## src/rtl/spi_top.sv

```systemverilog
// SPI master/slave loopback: SCLK generator, master FSM with inter-word gap, and a slave model,
// supporting all four CPOL/CPHA modes with MSB-first words of SPI_TRF_BIT bits.

module sclk_generator #(
    parameter int HALF = 27,
    parameter bit CPOL = 1'b0
) (
    input  logic clk,
    input  logic rst,
    input  logic i_en,
    output logic o_sclk,
    output logic o_posedge,
    output logic o_negedge
);
    localparam int CW = (HALF > 1) ? $clog2(HALF) : 1;

    logic [CW-1:0] r_cnt;
    logic          sclk;
    logic          r_posedge;
    logic          r_negedge;

    // NOTE: clocked blocks use <= so every register sees pre-edge values regardless of statement order.
    always_ff @(posedge clk or negedge rst) begin
        if (!rst) begin
            r_cnt     <= '0;
            sclk      <= CPOL;
            r_posedge <= 1'b0;
            r_negedge <= 1'b0;
        end else begin
            r_posedge <= 1'b0;
            r_negedge <= 1'b0;
            if (!i_en) begin
                r_cnt <= '0;
                sclk  <= CPOL;
            end else if (r_cnt == CW'(HALF - 1)) begin
                r_cnt     <= '0;
                sclk      <= ~sclk;
                r_posedge <= ~sclk;
                r_negedge <= sclk;
            end else begin
                r_cnt <= r_cnt + CW'(1);
            end
        end
    end

    assign o_sclk    = sclk;
    assign o_posedge = r_posedge;
    assign o_negedge = r_negedge;
endmodule

module spi_master #(
    parameter int N    = 8,
    parameter int HALF = 27,
    parameter bit CPOL = 1'b0,
    parameter bit CPHA = 1'b1
) (
    input  logic         clk,
    input  logic         rst,
    input  logic [1:0]   i_req,
    input  logic [7:0]   i_wait,
    input  logic [N-1:0] i_din_master,
    input  logic [N-1:0] i_din_slave,
    input  logic         sclk,
    input  logic         sclk_posedge,
    input  logic         sclk_negedge,
    input  logic         i_miso,
    output logic         o_sclk_en,
    output logic         cs,
    output logic         o_mosi,
    output logic         o_tx_en,
    output logic         o_rx_en,
    output logic         o_load,
    output logic [N-1:0] o_slave_word,
    output logic [N-1:0] o_dout,
    output logic         o_done_tx,
    output logic         o_done_rx
);
    typedef enum logic [1:0] {
        TX_IDLE     = 2'd0,
        TX_SETUP    = 2'd1,
        TX_TRANSFER = 2'd2,
        TX_GAP      = 2'd3
    } tx_state_t;

    typedef enum logic {
        RX_IDLE      = 1'b0,
        RX_RECEIVING = 1'b1
    } rx_state_t;

    localparam int M1      = (HALF > 2 * N) ? HALF : 2 * N;
    localparam int CNT_MAX = (M1 > 256) ? M1 : 256;
    localparam int CW      = $clog2(CNT_MAX + 1);
    localparam int BW      = $clog2(N + 1);

    tx_state_t     state_tx;
    tx_state_t     w_state_next;
    rx_state_t     state_rx;
    logic [CW-1:0] r_cnt;
    logic [BW-1:0] r_bit_cnt;
    logic [1:0]    r_req;
    logic [7:0]    r_wait;
    logic [N-1:0]  r_sr;
    logic [N-1:0]  r_dout;
    logic [N-1:0]  r_slave_word;
    logic          r_bit;
    logic          r_load;
    logic          r_done_tx;
    logic          r_done_rx;
    logic          w_lead;
    logic          w_trail;
    logic          w_sample;
    logic          w_launch;
    logic          w_edge;
    logic          w_start;
    logic          w_setup_last;
    logic          w_xfer_last;
    logic          w_gap_last;

    assign w_lead       = CPOL ? sclk_negedge : sclk_posedge;
    assign w_trail      = CPOL ? sclk_posedge : sclk_negedge;
    assign w_sample     = CPHA ? w_trail : w_lead;
    assign w_launch     = CPHA ? w_lead : w_trail;
    assign w_edge       = sclk_posedge | sclk_negedge;
    assign w_start      = (state_tx == TX_IDLE) && (i_req != 2'b00);
    assign w_setup_last = (r_cnt == CW'(HALF - 1));
    // Leave TRANSFER only on the 2N-th edge, with SCLK already back at its idle level.
    assign w_xfer_last  = w_edge && (r_cnt == CW'(2 * N - 1)) && (sclk == CPOL);
    assign w_gap_last   = (r_wait <= 8'd1) || (r_cnt == CW'(r_wait - 8'd1));

    always_ff @(posedge clk or negedge rst) begin
        if (!rst) state_tx <= TX_IDLE;
        else      state_tx <= w_state_next;
    end

    always_comb begin
        // NOTE: default assigned first so every path drives w_state_next and no latch is inferred.
        w_state_next = state_tx;
        case (state_tx)
            TX_IDLE:     if (w_start)      w_state_next = TX_SETUP;
            TX_SETUP:    if (w_setup_last) w_state_next = TX_TRANSFER;
            TX_TRANSFER: if (w_xfer_last)  w_state_next = TX_GAP;
            TX_GAP:      if (w_gap_last)   w_state_next = TX_IDLE;
            default:                       w_state_next = TX_IDLE;
        endcase
    end

    assign state_rx = (r_req[1] && ((state_tx == TX_SETUP) || (state_tx == TX_TRANSFER)))
                      ? RX_RECEIVING : RX_IDLE;

    always_ff @(posedge clk or negedge rst) begin
        if (!rst) begin
            cs           <= 1'b1;
            r_cnt        <= '0;
            r_bit_cnt    <= '0;
            r_req        <= 2'b00;
            r_wait       <= 8'd0;
            r_sr         <= '0;
            r_dout       <= '0;
            r_slave_word <= '0;
            r_bit        <= 1'b0;
            r_load       <= 1'b0;
            r_done_tx    <= 1'b0;
            r_done_rx    <= 1'b0;
        end else begin
            r_done_tx <= 1'b0;
            r_done_rx <= 1'b0;
            r_load    <= 1'b0;
            cs        <= (w_state_next == TX_IDLE) || (w_state_next == TX_GAP);

            if (w_state_next != state_tx)     r_cnt <= '0;
            else if (state_tx == TX_TRANSFER) begin
                if (w_edge) r_cnt <= r_cnt + CW'(1);
            end else if (state_tx != TX_IDLE) r_cnt <= r_cnt + CW'(1);

            if (w_start) begin
                r_req        <= i_req;
                r_wait       <= i_wait;
                r_slave_word <= i_din_slave;
                r_load       <= 1'b1;
                r_bit_cnt    <= '0;
                // CPHA=0 must present the MSB before the first edge; CPHA=1 launches it on that edge.
                if (CPHA) begin
                    r_sr  <= i_din_master;
                    r_bit <= 1'b0;
                end else begin
                    r_sr  <= i_din_master << 1;
                    r_bit <= i_din_master[N-1];
                end
            end

            if (state_tx == TX_TRANSFER) begin
                if (w_launch) begin
                    r_bit <= r_sr[N-1];
                    r_sr  <= {r_sr[N-2:0], 1'b0};
                end
                if (w_sample) begin
                    r_bit_cnt <= r_bit_cnt + BW'(1);
                    if (state_rx == RX_RECEIVING) r_dout <= {r_dout[N-2:0], i_miso};
                    if (r_bit_cnt == BW'(N - 1)) begin
                        r_done_tx <= r_req[0];
                        r_done_rx <= r_req[1];
                    end
                end
            end
        end
    end

    assign o_sclk_en    = (state_tx == TX_TRANSFER);
    assign o_mosi       = (!cs && r_req[0]) ? r_bit : 1'b0;
    assign o_tx_en      = r_req[0];
    assign o_rx_en      = r_req[1];
    assign o_load       = r_load;
    assign o_slave_word = r_slave_word;
    assign o_dout       = r_dout;
    assign o_done_tx    = r_done_tx;
    assign o_done_rx    = r_done_rx;
endmodule

module spi_slave #(
    parameter int N    = 8,
    parameter bit CPOL = 1'b0,
    parameter bit CPHA = 1'b1
) (
    input  logic         clk,
    input  logic         rst,
    input  logic         cs,
    input  logic         sclk_posedge,
    input  logic         sclk_negedge,
    input  logic         i_tx_en,
    input  logic         i_rx_en,
    input  logic         i_load,
    input  logic [N-1:0] i_word,
    input  logic         i_mosi,
    output logic         o_miso,
    output logic [N-1:0] o_dout
);
    typedef enum logic {
        S_IDLE   = 1'b0,
        S_ACTIVE = 1'b1
    } slave_state_t;

    slave_state_t state_tx;
    slave_state_t state_rx;
    logic [N-1:0] r_sr;
    logic [N-1:0] r_dout;
    logic         r_bit;
    logic         w_lead;
    logic         w_trail;
    logic         w_sample;
    logic         w_launch;

    assign state_tx = (!cs && i_tx_en) ? S_ACTIVE : S_IDLE;
    assign state_rx = (!cs && i_rx_en) ? S_ACTIVE : S_IDLE;
    assign w_lead   = CPOL ? sclk_negedge : sclk_posedge;
    assign w_trail  = CPOL ? sclk_posedge : sclk_negedge;
    assign w_sample = CPHA ? w_trail : w_lead;
    assign w_launch = CPHA ? w_lead : w_trail;

    always_ff @(posedge clk or negedge rst) begin
        if (!rst) begin
            r_sr   <= '0;
            r_dout <= '0;
            r_bit  <= 1'b0;
        end else if (i_load) begin
            if (CPHA) begin
                r_sr  <= i_word;
                r_bit <= 1'b0;
            end else begin
                r_sr  <= i_word << 1;
                r_bit <= i_word[N-1];
            end
        end else if (!cs) begin
            if (w_launch) begin
                r_bit <= r_sr[N-1];
                r_sr  <= {r_sr[N-2:0], 1'b0};
            end
            if (w_sample && (state_rx == S_ACTIVE)) r_dout <= {r_dout[N-2:0], i_mosi};
        end
    end

    assign o_miso = (state_tx == S_ACTIVE) ? r_bit : 1'b0;
    assign o_dout = r_dout;
endmodule

module spi_top #(
    parameter int MASTER_FREQ = 100_000_000,
    parameter int SLAVE_FREQ  = 1_800_000,
    parameter int SPI_MODE    = 1,
    parameter int SPI_TRF_BIT = 8
) (
    input  logic                   clk,
    input  logic                   rst,
    input  logic [1:0]             req,
    input  logic [7:0]             wait_duration,
    input  logic [SPI_TRF_BIT-1:0] din_master,
    input  logic [SPI_TRF_BIT-1:0] din_slave,
    output logic [SPI_TRF_BIT-1:0] dout_master,
    output logic [SPI_TRF_BIT-1:0] dout_slave,
    output logic                   done_tx,
    output logic                   done_rx
);
    localparam int HALF_RAW = MASTER_FREQ / (2 * SLAVE_FREQ);
    localparam int HALF     = (HALF_RAW < 1) ? 1 : HALF_RAW;
    localparam bit CPOL     = bit'((SPI_MODE >> 1) & 1);
    localparam bit CPHA     = bit'(SPI_MODE & 1);

    logic                   w_sclk;
    logic                   w_sclk_pos;
    logic                   w_sclk_neg;
    logic                   w_sclk_en;
    logic                   w_cs;
    logic                   w_mosi;
    logic                   w_miso;
    logic                   w_tx_en;
    logic                   w_rx_en;
    logic                   w_load;
    logic [SPI_TRF_BIT-1:0] w_slave_word;

    sclk_generator #(.HALF(HALF), .CPOL(CPOL)) sclk_generator_inst (
        .clk       (clk),
        .rst       (rst),
        .i_en      (w_sclk_en),
        .o_sclk    (w_sclk),
        .o_posedge (w_sclk_pos),
        .o_negedge (w_sclk_neg)
    );

    spi_master #(.N(SPI_TRF_BIT), .HALF(HALF), .CPOL(CPOL), .CPHA(CPHA)) spi_master_inst (
        .clk          (clk),
        .rst          (rst),
        .i_req        (req),
        .i_wait       (wait_duration),
        .i_din_master (din_master),
        .i_din_slave  (din_slave),
        .sclk         (w_sclk),
        .sclk_posedge (w_sclk_pos),
        .sclk_negedge (w_sclk_neg),
        .i_miso       (w_miso),
        .o_sclk_en    (w_sclk_en),
        .cs           (w_cs),
        .o_mosi       (w_mosi),
        .o_tx_en      (w_tx_en),
        .o_rx_en      (w_rx_en),
        .o_load       (w_load),
        .o_slave_word (w_slave_word),
        .o_dout       (dout_master),
        .o_done_tx    (done_tx),
        .o_done_rx    (done_rx)
    );

    spi_slave #(.N(SPI_TRF_BIT), .CPOL(CPOL), .CPHA(CPHA)) spi_slave_inst (
        .clk          (clk),
        .rst          (rst),
        .cs           (w_cs),
        .sclk_posedge (w_sclk_pos),
        .sclk_negedge (w_sclk_neg),
        .i_tx_en      (w_rx_en),
        .i_rx_en      (w_tx_en),
        .i_load       (w_load),
        .i_word       (w_slave_word),
        .i_mosi       (w_mosi),
        .o_miso       (w_miso),
        .o_dout       (dout_slave)
    );
endmodule

```

## config.mk

```make
export PLATFORM = sky130hd
export DESIGN_NAME = spi_top
export DESIGN_NICKNAME = d
export VERILOG_FILES = /design/src/rtl/spi_top.sv
export SDC_FILE = /design/constraint.sdc
export NUM_CORES = 1
export LEC_CHECK = 0
export ABC_AREA = 1
export CAP_MARGIN = 5
export CORE_MARGIN = 8
export CORE_UTILIZATION = 55
export DETAILED_ROUTE_END_ITERATION = 7
export HOLD_SLACK_MARGIN = 0.02
export MAX_ROUTING_LAYER = met4
export PLACE_DENSITY = 0.79
export RECOVER_POWER = 50
export SYNTH_ARGS = -nofsm -noshare
export SYNTH_HDL_FRONTEND = slang
export SYNTH_SLANG_ARGS = --single-unit
```

## constraint.sdc

```tcl
create_clock -name clk -period 2.35 [get_ports clk]
set_input_delay 0.47 -clock clk [delete_from_list [all_inputs] [get_ports clk]]
set_output_delay 0.47 -clock clk [all_outputs]
set_load 0.03 [all_outputs]
```

* Word level (Yosys, flattened, before mapping)
Index checks and enable logic that the tools add are counted.
** Storage, ports and cells
- Register bits :: 79
- Latch bits :: 0
- RAM bits :: 0
- Memory bits (read-only) :: 0
- Input bits :: 28
- Output and inout port bits :: 18
- Memories kept :: 0
** Operators by class
- $add $sub $neg :: 4
- Multipliers :: 0
- Divide/modulo/power cells :: 0
- Magnitude comparators :: 1
- Equality and inequality tests :: 13
- Shift operators :: 0
- Multiplexer cells :: 44
- Bitwise logic cells :: 4
- Reduce and logical (&&, ||, !) cells :: 21
** Operator list (number)
- $mux W8 :: 6
- $mux W9 :: 4
- $mux W1 :: 24
- $mux W4 :: 3
- $mux W5 :: 2
- $add A9 B1 Y9 const B :: 1
- $eq A9 B4 Y1 const B :: 1
- $eq A9 B5 Y1 const B :: 1
- $eq A9 B9 Y1 :: 1
- $sub A8 B1 Y9 const B :: 1
- $le A8 B1 Y1 const B :: 1
- $mux W2 :: 4
- $pmux W2 S4 :: 1
- $logic_and A1 B1 Y1 :: 7
- $eq A2 B2 Y1 const B :: 3
- $reduce_and A3 Y1 :: 2
- $reduce_bool A2 Y1 :: 3
- $add A5 B1 Y5 const B :: 1
- $eq A5 B5 Y1 const B :: 1
- $add A4 B1 Y4 const B :: 1
- $eq A4 B3 Y1 const B :: 1
- $logic_not A2 Y1 :: 2
- $ne A2 B2 Y1 const B :: 2
- $reduce_and A2 Y1 :: 2
- 8 further kinds :: 12

* Longest topological paths before layout
Gate-level depths: netlist (run 1).
- Depth in word-level cells :: 8
- Mapped depth :: 17

* Cells and area by module
Synthesis (run 1) repeated with hierarchy kept, for this count alone.
** Second synthesis, totals
- Cells, all modules :: 483
- Area, all modules :: 3940.0 µm²
** Modules (own cells, without submodules)
- spi_master :: instances 1, cells each 343, area an instance 2777.7 µm²
- spi_slave :: instances 1, cells each 101, area an instance 803.3 µm²
- sclk_generator :: instances 1, cells each 39, area an instance 359.1 µm²

* Worst setup path after synthesis (run 1)
OpenSTA, ideal clock, no wires.
- Path kind :: flip-flop to flip-flop
- Start :: reg spi_master_inst.state_tx[0]
- End :: reg spi_master_inst.r_cnt[2]
- Arrival :: 1.836 ns
- Setup slack :: 0.393 ns
- Cell stages (with the launch flop) :: 13
- Buffers on the path :: 1
- Path through :: dfrtp_1 inv_1 ha_1 clkbuf_1 nand3_1 nor2_1 nand2_1 o41ai_1 nand2_1 nand2_1 nand3_2 nand3_4 nor2_1
** On the way
- Longest elaborated chain between the ends :: 7
- Elaborated cells between the ends (all ways) :: 17
- Classes of those cells :: 5 x eq/ne; 7 x mux; 5 x reduce/logical
** RTL lines
- start: declaration :: RTL line 95 : tx_state_t state_tx;
- start signal: assignment :: RTL line 132 : else state_tx <= w_state_next;
- $logic_not A2 Y1 :: RTL line 124, 138
- $logic_and A1 B1 Y1 :: RTL line 124 : assign w_start = (state_tx == TX_IDLE) && (i_req != 2'b00);
- $mux W2 :: RTL line 139 : TX_IDLE: if (w_start) w_state_next = TX_SETUP;
- $pmux W2 S4 :: RTL line 138 : case (state_tx)
- $ne A2 B2 Y1 :: RTL line 170 : if (w_state_next != state_tx) r_cnt <= '0;
- $ne A3 B1 Y1 (no line) / $reduce_bool A3 Y1 (equally long branches)
- $reduce_and A2 Y1 (no line)
- end signal: assignment :: RTL line 172 : if (w_edge) r_cnt <= r_cnt + CW'(1);
- end signal: assignment :: RTL line 173 : end else if (state_tx != TX_IDLE) r_cnt <= r_cnt + CW'(1);
- end: declaration :: RTL line 98 : logic [CW-1:0] r_cnt;
Parallel ways exist; a longest one is shown, timed or not.
A chain may end at the register's enable or synchronous reset.

* Final worst setup path (run 1)
- Start :: reg spi_master_inst.r_wait[0]
- End :: reg spi_master_inst.r_cnt[2]
** On the way
- Longest elaborated chain between the ends :: 8
- Elaborated cells between the ends (all ways) :: 11
- Classes of those cells :: 1 x add/sub; 1 x order compare; 3 x eq/ne; 3 x mux; 3 x reduce/logical
** RTL lines
- start: declaration :: RTL line 101 : logic [7:0] r_wait;
- start signal: assignment :: RTL line 177 : r_wait <= i_wait;
- $sub A8 B1 Y9 :: RTL line 128 : assign w_gap_last = (r_wait <= 8'd1) || (r_cnt == CW'(r_wait - 8'd1));
- $eq A9 B9 Y1 :: RTL line 128
- $logic_or A1 B1 Y1 * :: RTL line 128
- $mux W2 * :: RTL line 142 : TX_GAP: if (w_gap_last) w_state_next = TX_IDLE;
- $pmux W2 S4 * :: RTL line 138
- $ne A2 B2 Y1 * :: RTL line 170
- $ne A3 B1 Y1 (no line) / $reduce_bool A3 Y1 (equally long branches)
- $reduce_and A2 Y1 (no line)
Every way passes the cells marked *; elsewhere a longest branch is shown, timed or not.

==> metrics.yaml, run 1 <==
fin_nets: 549
met1Wirelength_um: 3710
top_layer: "met4"
maxCapViolCount: 0
place_inst: 577
cts_max_level: 3
hold_viol_final: 0
power_density_nw_per_um2: 1030
cts_root_buffer: "clkbuf_8"
rows: 30
synthArstFlopShare_pct: 100
status: "complete, no violations"
synth.cell_area_um2: 3830
setup_viol: 0
placement.io_buffers: 45
grt_max_degree: 57
synth_top_family_by_area: "simple AND/OR/NAND/NOR gates"
r2r_slack_ns: 0.28
cts.sinks: 79
power_mw: 4.79
wl_per_cell_um: 13.6
grt_pass1_wl_um: 13900
skew_ns: 0.00692
synthAdderAreaFrac_pct: 3.92
syn_avg_cell_area_um2: 8.43
slew_viol_final: 0
synth_compound_area_share_pct: 10.8
fmax_mhz: 483
ios: 46
critPathArrivalTime_ns: 2.35
finalCriticalPeriod_ns: 2.07
vias: 3146
cp.required_ns: 2.63
crit_chain: "inv_1 -> ha_1 -> inv_1 -> nand2_1 -> nand3_1 -> nand2_1 -> nor2_1 -> nand3_1 -> nor2_1 -> nand3_1 -> nand3_1 -> nand2_1 -> nand2_1 -> nand2_1 -> nand2_2 -> nand3_4 -> nor2_1"
path_clk_slew_ns: 0.08
crit_path_max_incr_delay_ns: 0.39
synth_nets: 495
synth_edf_count: 0
drive_gt1_share_pct: 7.98
drtIter0Drc: 148
startpoint_type: "flip-flop"
core_area_um2: 6760
synth-simple-area-share_pct: 23.5
rsz0062_at_grt: "no"
layout_commonest_cell: "nand2_1"
fp.dieW_um: 99.5
final_core_util_pct: 68.6
insertedDiodeCount: 0
seq_area_frac_synth_pct: 51.6
ys.flop_type: "dfrtp_1"
crit_fanout: 9
yosysUniqueCellTypes: 35
ir_drop_mv: 0.490
area_growth_syn_to_layout_pct: 20.9
post_cts_buffers: 0
synth_seq_cells: 79
period_share_pct: 88.1
totalWireLength_um: 8100
via_per_inst: 5.30
muxShareOfSynthArea_pct: 0.294
synthXorXnorAreaFrac_pct: 3.43
netlist_instances: 455
ys_warn_count: 0
dieHeight_um: 99.5
wl_met2_um: 3810
cts_buffers: 9
ant_nets: 0
worst_slew_pin_slew_ns: 1.31
cp_common_cell: "nand2_1"
grt_usage_pct: 17.8
clk_path_buf_depth: 2
relSlewSlack_pct: 12.8
antenna_found_initial: 0
clk_latency_ns: 0.35
fin_cells: 594
total_leakage_power_nw: 2.20
gp_congestion: 0.927
fillers: 539
dieArea_um2: 9900
fin_tns_setup_ns: 0
hold_ws_ns: 0.452
worst-setup-path-type: "flip-flop to flip-flop"
met3_length_um: 440
slowest_stage: "dfrtp_1"
start_util_pct: 56.8
grt_overflow: 0
holdCritPathClass: "flip-flop to flip-flop"
crit_path_end_kind: "flip-flop"
worst-path-buf-inv: 2
mostFrequentLayoutCells: "112 x nand2_1, 78 x dfrtp_1, 48 x inv_1"
first_global_vias: 3077
cpLargestDelayFamily: "simple AND/OR/NAND/NOR gates"
drt_first_pass_iters: 4
cts_tree: "done"
drc: 0
dp_hpwl_um: 5920
stage by stage:
stage                     setup WS [ns]  area [µm²]
after floorplan                   0.393        3830
after global placement            0.381        4420
after detailed placement          0.285        4420
after CTS                         0.252        4640
after global routing             0.0225        4640
final                             0.281        4640
kinds of logic (layout without fill, tap and decap cells):
kind of cell / after synthesis / in the layout
AOI/OAI and AO/OA: 76 / 76
xor gates and xnor gates: 15 / 15
adders and majority gates: 12 / 12
buffers and inverters: 66 / 125
DFF: 79 / 79
muxes: 1 / 1
and+or+nand+nor: 206 / 206
state kept, by name, indices dropped and copies added (netlist names), 2 cells and up:
register	cells
spi_slave_inst.o_dout	8
spi_master_inst.r_req	2
spi_master_inst.state_tx	2
spi_master_inst.r_sr	8
spi_master_inst.o_slave_word	8
sclk_generator_inst.r_cnt	5
spi_master_inst.r_bit_cnt	4
spi_master_inst.o_dout	8
spi_master_inst.r_wait	8
spi_slave_inst.r_sr	8
spi_master_inst.r_cnt	9
timing repair:
action	4_1_cts	5_1_grt
hold buffers	1	0
gates resized for setup	0	1
endpoints found under the hold margin	23	0
endpoints found under the setup margin	0	2
area by class of cell:
type / count / area, µm² / area share [%]
Sequential cell: 79 / 1980 / 42.7
Multi-Input combinational cell: 310 / 1610 / 34.7
Timing Repair Buffer: 57 / 549 / 11.8
Inverter: 52 / 195 / 4.21
Clock buffer: 10 / 138 / 2.97
Tap cell: 80 / 100 / 2.16
Clock inverter: 6 / 67.6 / 1.46
report_power, final:
part | switching [mW] | internal, mW
combinational | 1.14 | 0.663
sequential | 0.230 | 1.70
clock | 0.519 | 0.525
metal layers:
metal	vias up	track usage, %
met5	-	-
met4	0	7.22
met3	13	4.40
met2	75	27.8
met1	1485	21.6
li1	1573	-
synth_stat cells, types with 6 or more instances:
library cell / instances / area, µm²
inv_1: 49 / 184
clkbuf_1: 11 / 41.3
nand3_1: 24 / 120
nand4_1: 6 / 37.5
a21oi_1: 17 / 85.1
nor3_1: 6 / 30.0
ha_1: 12 / 150
nand2_1: 112 / 420
nor2_1: 44 / 165
xor2_1: 12 / 105
dfrtp_1: 78 / 1950
o21ai_0: 46 / 230
path summary, 6_finish.rpt:
path | from | end | cells past startpoint
max | spi_master_inst.r_wait[0]$_DFFE_PN0P_ | spi_master_inst.r_cnt[2]$_DFFE_PN0P_ | 17
min | sclk_generator_inst.o_sclk$_DFFE_PN0P_ | sclk_generator_inst.o_posedge$_DFF_PN0_ | 1
max reg2reg | spi_master_inst.r_wait[0]$_DFFE_PN0P_ | spi_master_inst.r_cnt[2]$_DFFE_PN0P_ | 17
min reg2reg | sclk_generator_inst.o_sclk$_DFFE_PN0P_ | sclk_generator_inst.o_posedge$_DFF_PN0_ | 1
max in group asynchronous | rst | spi_master_inst.cs$_DFF_PN1_ | 3
min in group asynchronous | rst | spi_master_inst.r_sr[4]$_DFF_PN0_ | 2
Note: power is estimated with default switching activity, not from simulation.
==> run 2: changes to the inputs <==
--- a/config.mk
+++ b/config.mk
@@ -8,12 +8,12 @@
 export ABC_AREA = 1
 export CAP_MARGIN = 5
 export CORE_MARGIN = 8
-export CORE_UTILIZATION = 55
+export CORE_UTILIZATION = 35
 export DETAILED_ROUTE_END_ITERATION = 7
 export HOLD_SLACK_MARGIN = 0.02
 export MAX_ROUTING_LAYER = met4
-export PLACE_DENSITY = 0.79
 export RECOVER_POWER = 50
+export SLEW_MARGIN = 20
 export SYNTH_ARGS = -nofsm -noshare
 export SYNTH_HDL_FRONTEND = slang
 export SYNTH_SLANG_ARGS = --single-unit
==> metrics.yaml, run 2 (same netlist as run 1, synthesis figures left out) <==
status: "finished, violations left"
violations: "capacitance limit, slew limit"
maxCapViolCount: 1  # +1
via_per_inst: 4.78  # -9.7%
mostFrequentLayoutCells: "111 x nand2_1, 78 x dfrtp_1, 46 x o21ai_0"
fmax_mhz: 477  # -1.3%
crit_fanout: 5  # -4
insertedDiodeCount: 0  # unchanged
fp.dieW_um: 121  # +21%
slowest_stage: "dfrtp_1"
grt_usage_pct: 12.6  # -5.2 points
setup_viol: 0  # unchanged
core_area_um2: 10700  # +59%
worst-setup-path-type: "flip-flop to flip-flop"
cp.required_ns: 2.64  # about the same
total_leakage_power_nw: 2.19  # -0.41%
finalCriticalPeriod_ns: 2.10  # +0.0266 ns
placement.io_buffers: 45  # unchanged
ir_drop_mv: 0.270  # -45%
placed_cell_area_um2: 4510  # +2.0%
skew_ns: 0.0103  # +0.00337 ns
largest_reg_flops: 9  # unchanged
fin_nets: 552  # +0.55%
power_mw: 4.86  # +1.5%
antenna_found_initial: 0  # unchanged
postLayoutCellArea_um2: 4740  # +2.2%
largest_register: "spi_master_inst.r_cnt"
slew_viol_final: 33  # +33
cts_buffers: 9  # unchanged
dieArea_um2: 14600  # +47%
period_share_pct: 89.2  # +1.1 points
path_clk_slew_ns: 0.08  # about the same
grt_max_degree: 33  # -42%
wl_per_cell_um: 12.9  # -5.4%
ant_nets: 0  # unchanged
clk_latency_ns: 0.35  # about the same
layout_commonest_cell: "nand2_1"
vias: 3141  # -0.16%
fin_cells: 657  # +11%
cts.sinks: 79  # unchanged
cts_tree: "done"
dp_hpwl_um: 6220  # +5.1%
drtIter0Drc: 188  # +27%
relSlewSlack_pct: -7.88  # -21 points
clk_path_buf_depth: 2  # unchanged
drt_first_pass_iters: 4  # unchanged
cts_root_buffer: "clkbuf_8"
drive_gt1_share_pct: 10.1  # +2.1 points
drc: 0  # unchanged
cts_max_level: 3  # unchanged
gp_congestion: 0.835  # -9.9%
area_growth_syn_to_layout_pct: 23.5
start_util_pct: 35.7  # -21 points
crit_chain: "inv_2 -> ha_4 -> nand2_2 -> inv_2 -> nor2_1 -> nand2_1 -> nor2_1 -> nand3_1 -> nor2_1 -> nand3_1 -> nand2_1 -> nand2_1 -> nand2_1 -> nand2_1 -> nand3_2 -> nand3_4 -> nor2_2"
cp_common_cell: "nand2_1"
first_global_vias: 3076  # -0.032%
place_inst: 639  # +11%
crit_path_max_incr_delay_ns: 0.42  # +0.03 ns
holdCritPathClass: "flip-flop to flip-flop"
startpoint_type: "flip-flop"
worst_slew_pin_slew_ns: 1.62  # +0.310 ns
critPathArrivalTime_ns: 2.38  # +0.03 ns
power_density_nw_per_um2: 1030  # -0.60%
rows: 38  # +27%
ios: 46  # unchanged
dieHeight_um: 121  # +21%
totalWireLength_um: 8480  # +4.6%
cts-hold-fix-buffers: 0  # -1
grt_overflow: 0  # unchanged
grt_pass1_wl_um: 14600  # +4.5%
hold_viol_final: 0  # unchanged
crit_path_end_kind: "flip-flop"
final_core_util_pct: 44.1  # -25 points
rsz0062_at_grt: "yes"
-- run 2: per-stage QoR --
stage / setup TNS [ns] / hold slack (ns) / setup slack (ns)
after CTS: 0 / 0.0460 / 0.233
after global routing: -0.221 / 0.464 / -0.0669
final: 0 / 0.447 / 0.254
after global placement: 0 / 0.433 / 0.351
after detailed placement: 0 / 0.434 / 0.245
after floorplan: 0 / 0.174 / 0.393
-- run 2: worst max-delay path: cells and delay by family (launching register included) --
| family | cells | cell delay (ns) |
|---|---|---|
| fa+ha+maj | 1 | 0.20 |
| buf+inv | 2 | 0.12 |
| flops | 1 | 0.42 |
| simple gates | 14 | 1.28 |
-- run 2: power by group --
group | internal, mW | switching (mW)
registers | 1.71 | 0.239
logic | 0.723 | 1.23
clock network | 0.490 | 0.473
total | 2.92 | 1.94
-- run 2: final timing paths --
check,from,endpoint,slack (ns),cells after the start
worst max-delay path,spi_master_inst.r_wait[0]$_DFFE_PN0P_,spi_master_inst.r_cnt[7]$_DFFE_PN0P_,0.25,17
worst min-delay path,sclk_generator_inst.o_sclk$_DFFE_PN0P_,sclk_generator_inst.o_posedge$_DFF_PN0_,0.45,1
worst max register to register,spi_master_inst.r_wait[0]$_DFFE_PN0P_,spi_master_inst.r_cnt[7]$_DFFE_PN0P_,0.25,17
worst min register to register,sclk_generator_inst.o_sclk$_DFFE_PN0P_,sclk_generator_inst.o_posedge$_DFF_PN0_,0.45,1
max in group asynchronous,rst,sclk_generator_inst.o_sclk$_DFFE_PN0P_,0.44,2
min in group asynchronous,rst,spi_master_inst.o_dout[4]$_DFFE_PN0P_,0.51,1
-- run 2: final cells by class --
cell class,instances,area [µm²]
fillers,1085,6010
flip-flops and latches,79,1980
inverters,52,195
repair buffers,59,537
clock inverters,4,50.0
well taps,140,175
clock buffers,12,135
multi-input cells,311,1670
-- run 2: repair_timing --
item,in CTS,in global routing
gates resized for setup,0,15
endpoints found under the setup margin,0,9
buffers inserted,0,1
-- run 2: routing by layer --
layer / wire length [µm] / vias to the layer above / global-route usage [%]
met4: 101 / 0 / 6.56
met5: 0 / - / -
met1: 3920 / 1495 / 15.3
met3: 425 / 6 / 2.24
li1: - / 1585 / -
met2: 4030 / 55 / 19.7
==> run 3: changes to the inputs <==
--- a/config.mk
+++ b/config.mk
@@ -7,11 +7,14 @@
 export LEC_CHECK = 0
 export ABC_AREA = 1
 export CAP_MARGIN = 5
+export CELL_PAD_IN_SITES_DETAIL_PLACEMENT = 1
+export CELL_PAD_IN_SITES_GLOBAL_PLACEMENT = 1
 export CORE_MARGIN = 8
 export CORE_UTILIZATION = 35
 export DETAILED_ROUTE_END_ITERATION = 7
 export HOLD_SLACK_MARGIN = 0.02
 export MAX_ROUTING_LAYER = met4
+export PLACE_DENSITY_LB_ADDON = 0.1
 export RECOVER_POWER = 50
 export SLEW_MARGIN = 20
 export SYNTH_ARGS = -nofsm -noshare
==> metrics.yaml, run 3 (same netlist as run 1, synthesis figures left out) <==
status: "complete, no violations"
dieHeight_um: 121  # unchanged
hold_ws_ns: 0.282  # -0.165 ns
holdCritPathClass: "primary input to asynchronous set/reset pin"
rows: 38  # unchanged
p_clk_share_pct: 20.1  # +0.3 points
cts_max_level: 3  # unchanged
cpLargestDelayFamily: "simple AND/OR/NAND/NOR gates"
ios: 46  # unchanged
mostFrequentLayoutCells: "107 x nand2_1, 78 x dfrtp_1, 46 x inv_1, 46 x o21ai_0, 44 x clkdlybuf4s50_1"
r2r_start: "spi_master_inst.state_tx[0]$_DFF_PN0_"
drt_first_pass_iters: 4  # unchanged
reg2regPathDepth: 11  # -6
largest_register: "spi_master_inst.r_cnt"
core_area_um2: 10700  # unchanged
wl_per_cell_um: 14.7  # +14%
power_switching_mw: 2.09  # +7.5%
crit_path_end_kind: "flip-flop"
fp.dieW_um: 121  # unchanged
total_leakage_power_nw: 2.23  # +1.6%
vias: 3165  # +0.76%
first_global_vias: 3295  # +7.1%
cts_root_buffer: "clkbuf_8"
fin_nets: 552  # unchanged
largest_reg_flops: 9  # unchanged
gp_congestion: 0.770  # -7.8%
clk_latency_ns: 0.35  # about the same
setup_viol: 0  # unchanged
grt_usage_pct: 14.3  # +1.7 points
clk_path_buf_depth: 2  # unchanged
postLayoutCellArea_um2: 4810  # +1.5%
ant_nets: 0  # unchanged
cts_tree: "done"
cts-hold-fix-buffers: 0  # unchanged
internal_power_mw: 3.03  # +3.7%
worst_slew_pin_slew_ns: 1.01  # -0.604 ns
period_share_pct: 90.0  # +0.76 points
cp.required_ns: 2.59  # -0.05 ns
maxCapViolCount: 0  # -1
hold_viol_final: 0  # unchanged
critPathArrivalTime_ns: 2.35  # -0.03 ns
area_growth_syn_to_layout_pct: 25.4
power_density_nw_per_um2: 1060  # +3.7%
power_mw: 5.11  # +5.2%
drive_gt1_share_pct: 11.6  # +1.5 points
relSlewSlack_pct: 32.4  # +40 points
drtIter0Drc: 157  # -16%
dp_hpwl_um: 7020  # +13%
path_clk_slew_ns: 0.08  # about the same
slew_viol_final: 0  # -100%
crit_fanout: 6  # +1
insertedDiodeCount: 0  # unchanged
dieArea_um2: 14600  # unchanged
placed_cell_area_um2: 4520  # +0.22%
worst-path-buf-inv: 1  # -1
final_core_util_pct: 44.7  # +0.66 points
layout_commonest_cell: "nand2_1"
start_util_pct: 35.7  # unchanged
startpoint_type: "flip-flop"
grt_max_degree: 41  # +24%
path_depth: 11  # -6
cts.sinks: 79  # unchanged
slowest_stage: "dfrtp_1"
antenna_found_initial: 0  # unchanged
ir_drop_mv: 0.393  # +46%
drc: 0  # unchanged
totalWireLength_um: 9630  # +14%
r2r_slack_ns: 0.24  # -0.02 ns
finalCriticalPeriod_ns: 2.11  # +0.0180 ns
grt_pass1_wl_um: 16300  # +12%
cts_buffers: 9  # unchanged
skew_ns: 0.00792  # -0.00238 ns
placement.io_buffers: 45  # unchanged
crit_chain: "inv_2 -> ha_1 -> nand3_1 -> nor2_1 -> nand2_1 -> o41ai_1 -> nand2_2 -> nand2_2 -> nand3_4 -> nand3_4 -> nor2_2"
fmax_mhz: 473  # -0.85%
worst-setup-path-type: "flip-flop to flip-flop"
power_frac_seq_pct: 37.9  # -2.1 points
grt_overflow: 0  # unchanged
crit_path_max_incr_delay_ns: 0.47  # +0.05 ns
via_per_inst: 4.82  # +0.76%
p_comb_share_pct: 42.0  # +1.9 points
swShare_pct: 40.8  # +0.86 points
reg2reg_to: "spi_master_inst.r_cnt[3]$_DFFE_PN0P_"
## run 3: metal layers
layer / routed length, µm / track usage (%) / part of all wire (%)
met2: 4420 / 21.4 / 46
met5: 0 / - / 0
met4: 95 / 4.22 / 0.99
met1: 4770 / 18.6 / 49
met3: 343 / 3.50 / 3.6
## run 3: worst reg2reg max path: cells and delay by family (launching register included)
family | cells | cell delay, ns
buf+inv | 1 | 0.16
compound gates | 1 | 0.33
fa+ha+maj | 1 | 0.28
simple gates | 8 | 0.76
flops | 1 | 0.47
## run 3: power by group through the flow
| stage | clock [mW] | combinational, mW | sequential (mW) |
|---|---|---|---|
| floorplan | 0 | 1.36 | 1.88 |
| global placement | 0 | 1.86 | 1.96 |
| detailed placement | 0 | 1.92 | 1.96 |
| CTS | 1.07 | 1.93 | 1.94 |
| global route | 1.11 | 2.47 | 1.98 |
| finish | 1.03 | 2.15 | 1.94 |
## run 3: area by class of cell
cell class,instances,area [µm²]
Tap cell,140,175
Multi-Input combinational cell,311,1690
Timing Repair Buffer,59,569
Clock buffer,11,141
Clock inverter,5,57.6
Sequential cell,79,1980
Fill cell,1302,5940
Inverter,52,195
## run 3: repair_timing
action	CTS	global route
setup buffers	0	3
endpoints found under the setup margin	0	10
resized for setup	0	22
## run 3: worst max-delay path by stage
stage / start / endpoint
4_1_cts: spi_master_inst.r_wait[0]$_DFFE_PN0P_ / spi_master_inst.r_cnt[4]$_DFFE_PN0P_
2_1_floorplan: spi_master_inst.state_tx[0]$_DFF_PN0_ / spi_master_inst.r_cnt[2]$_DFFE_PN0P_
6_report: spi_master_inst.state_tx[0]$_DFF_PN0_ / spi_master_inst.r_cnt[3]$_DFFE_PN0P_
3_3_place_gp: req[1] / spi_master_inst.r_sr[6]$_DFF_PN0_
5_1_grt: spi_master_inst.r_wait[0]$_DFFE_PN0P_ / spi_master_inst.r_cnt[3]$_DFFE_PN0P_
3_5_place_dp: req[1] / spi_master_inst.r_sr[6]$_DFF_PN0_
## run 3: per-stage QoR
step	setup slack, ns	setup TNS (ns)	cells
floorplan	0.393	0	455
global placement	0.190	0	637
detailed placement	0.154	0	637
CTS	0.146	0	653
global route	-0.00220	-0.00220	657
finish	0.236	0	657
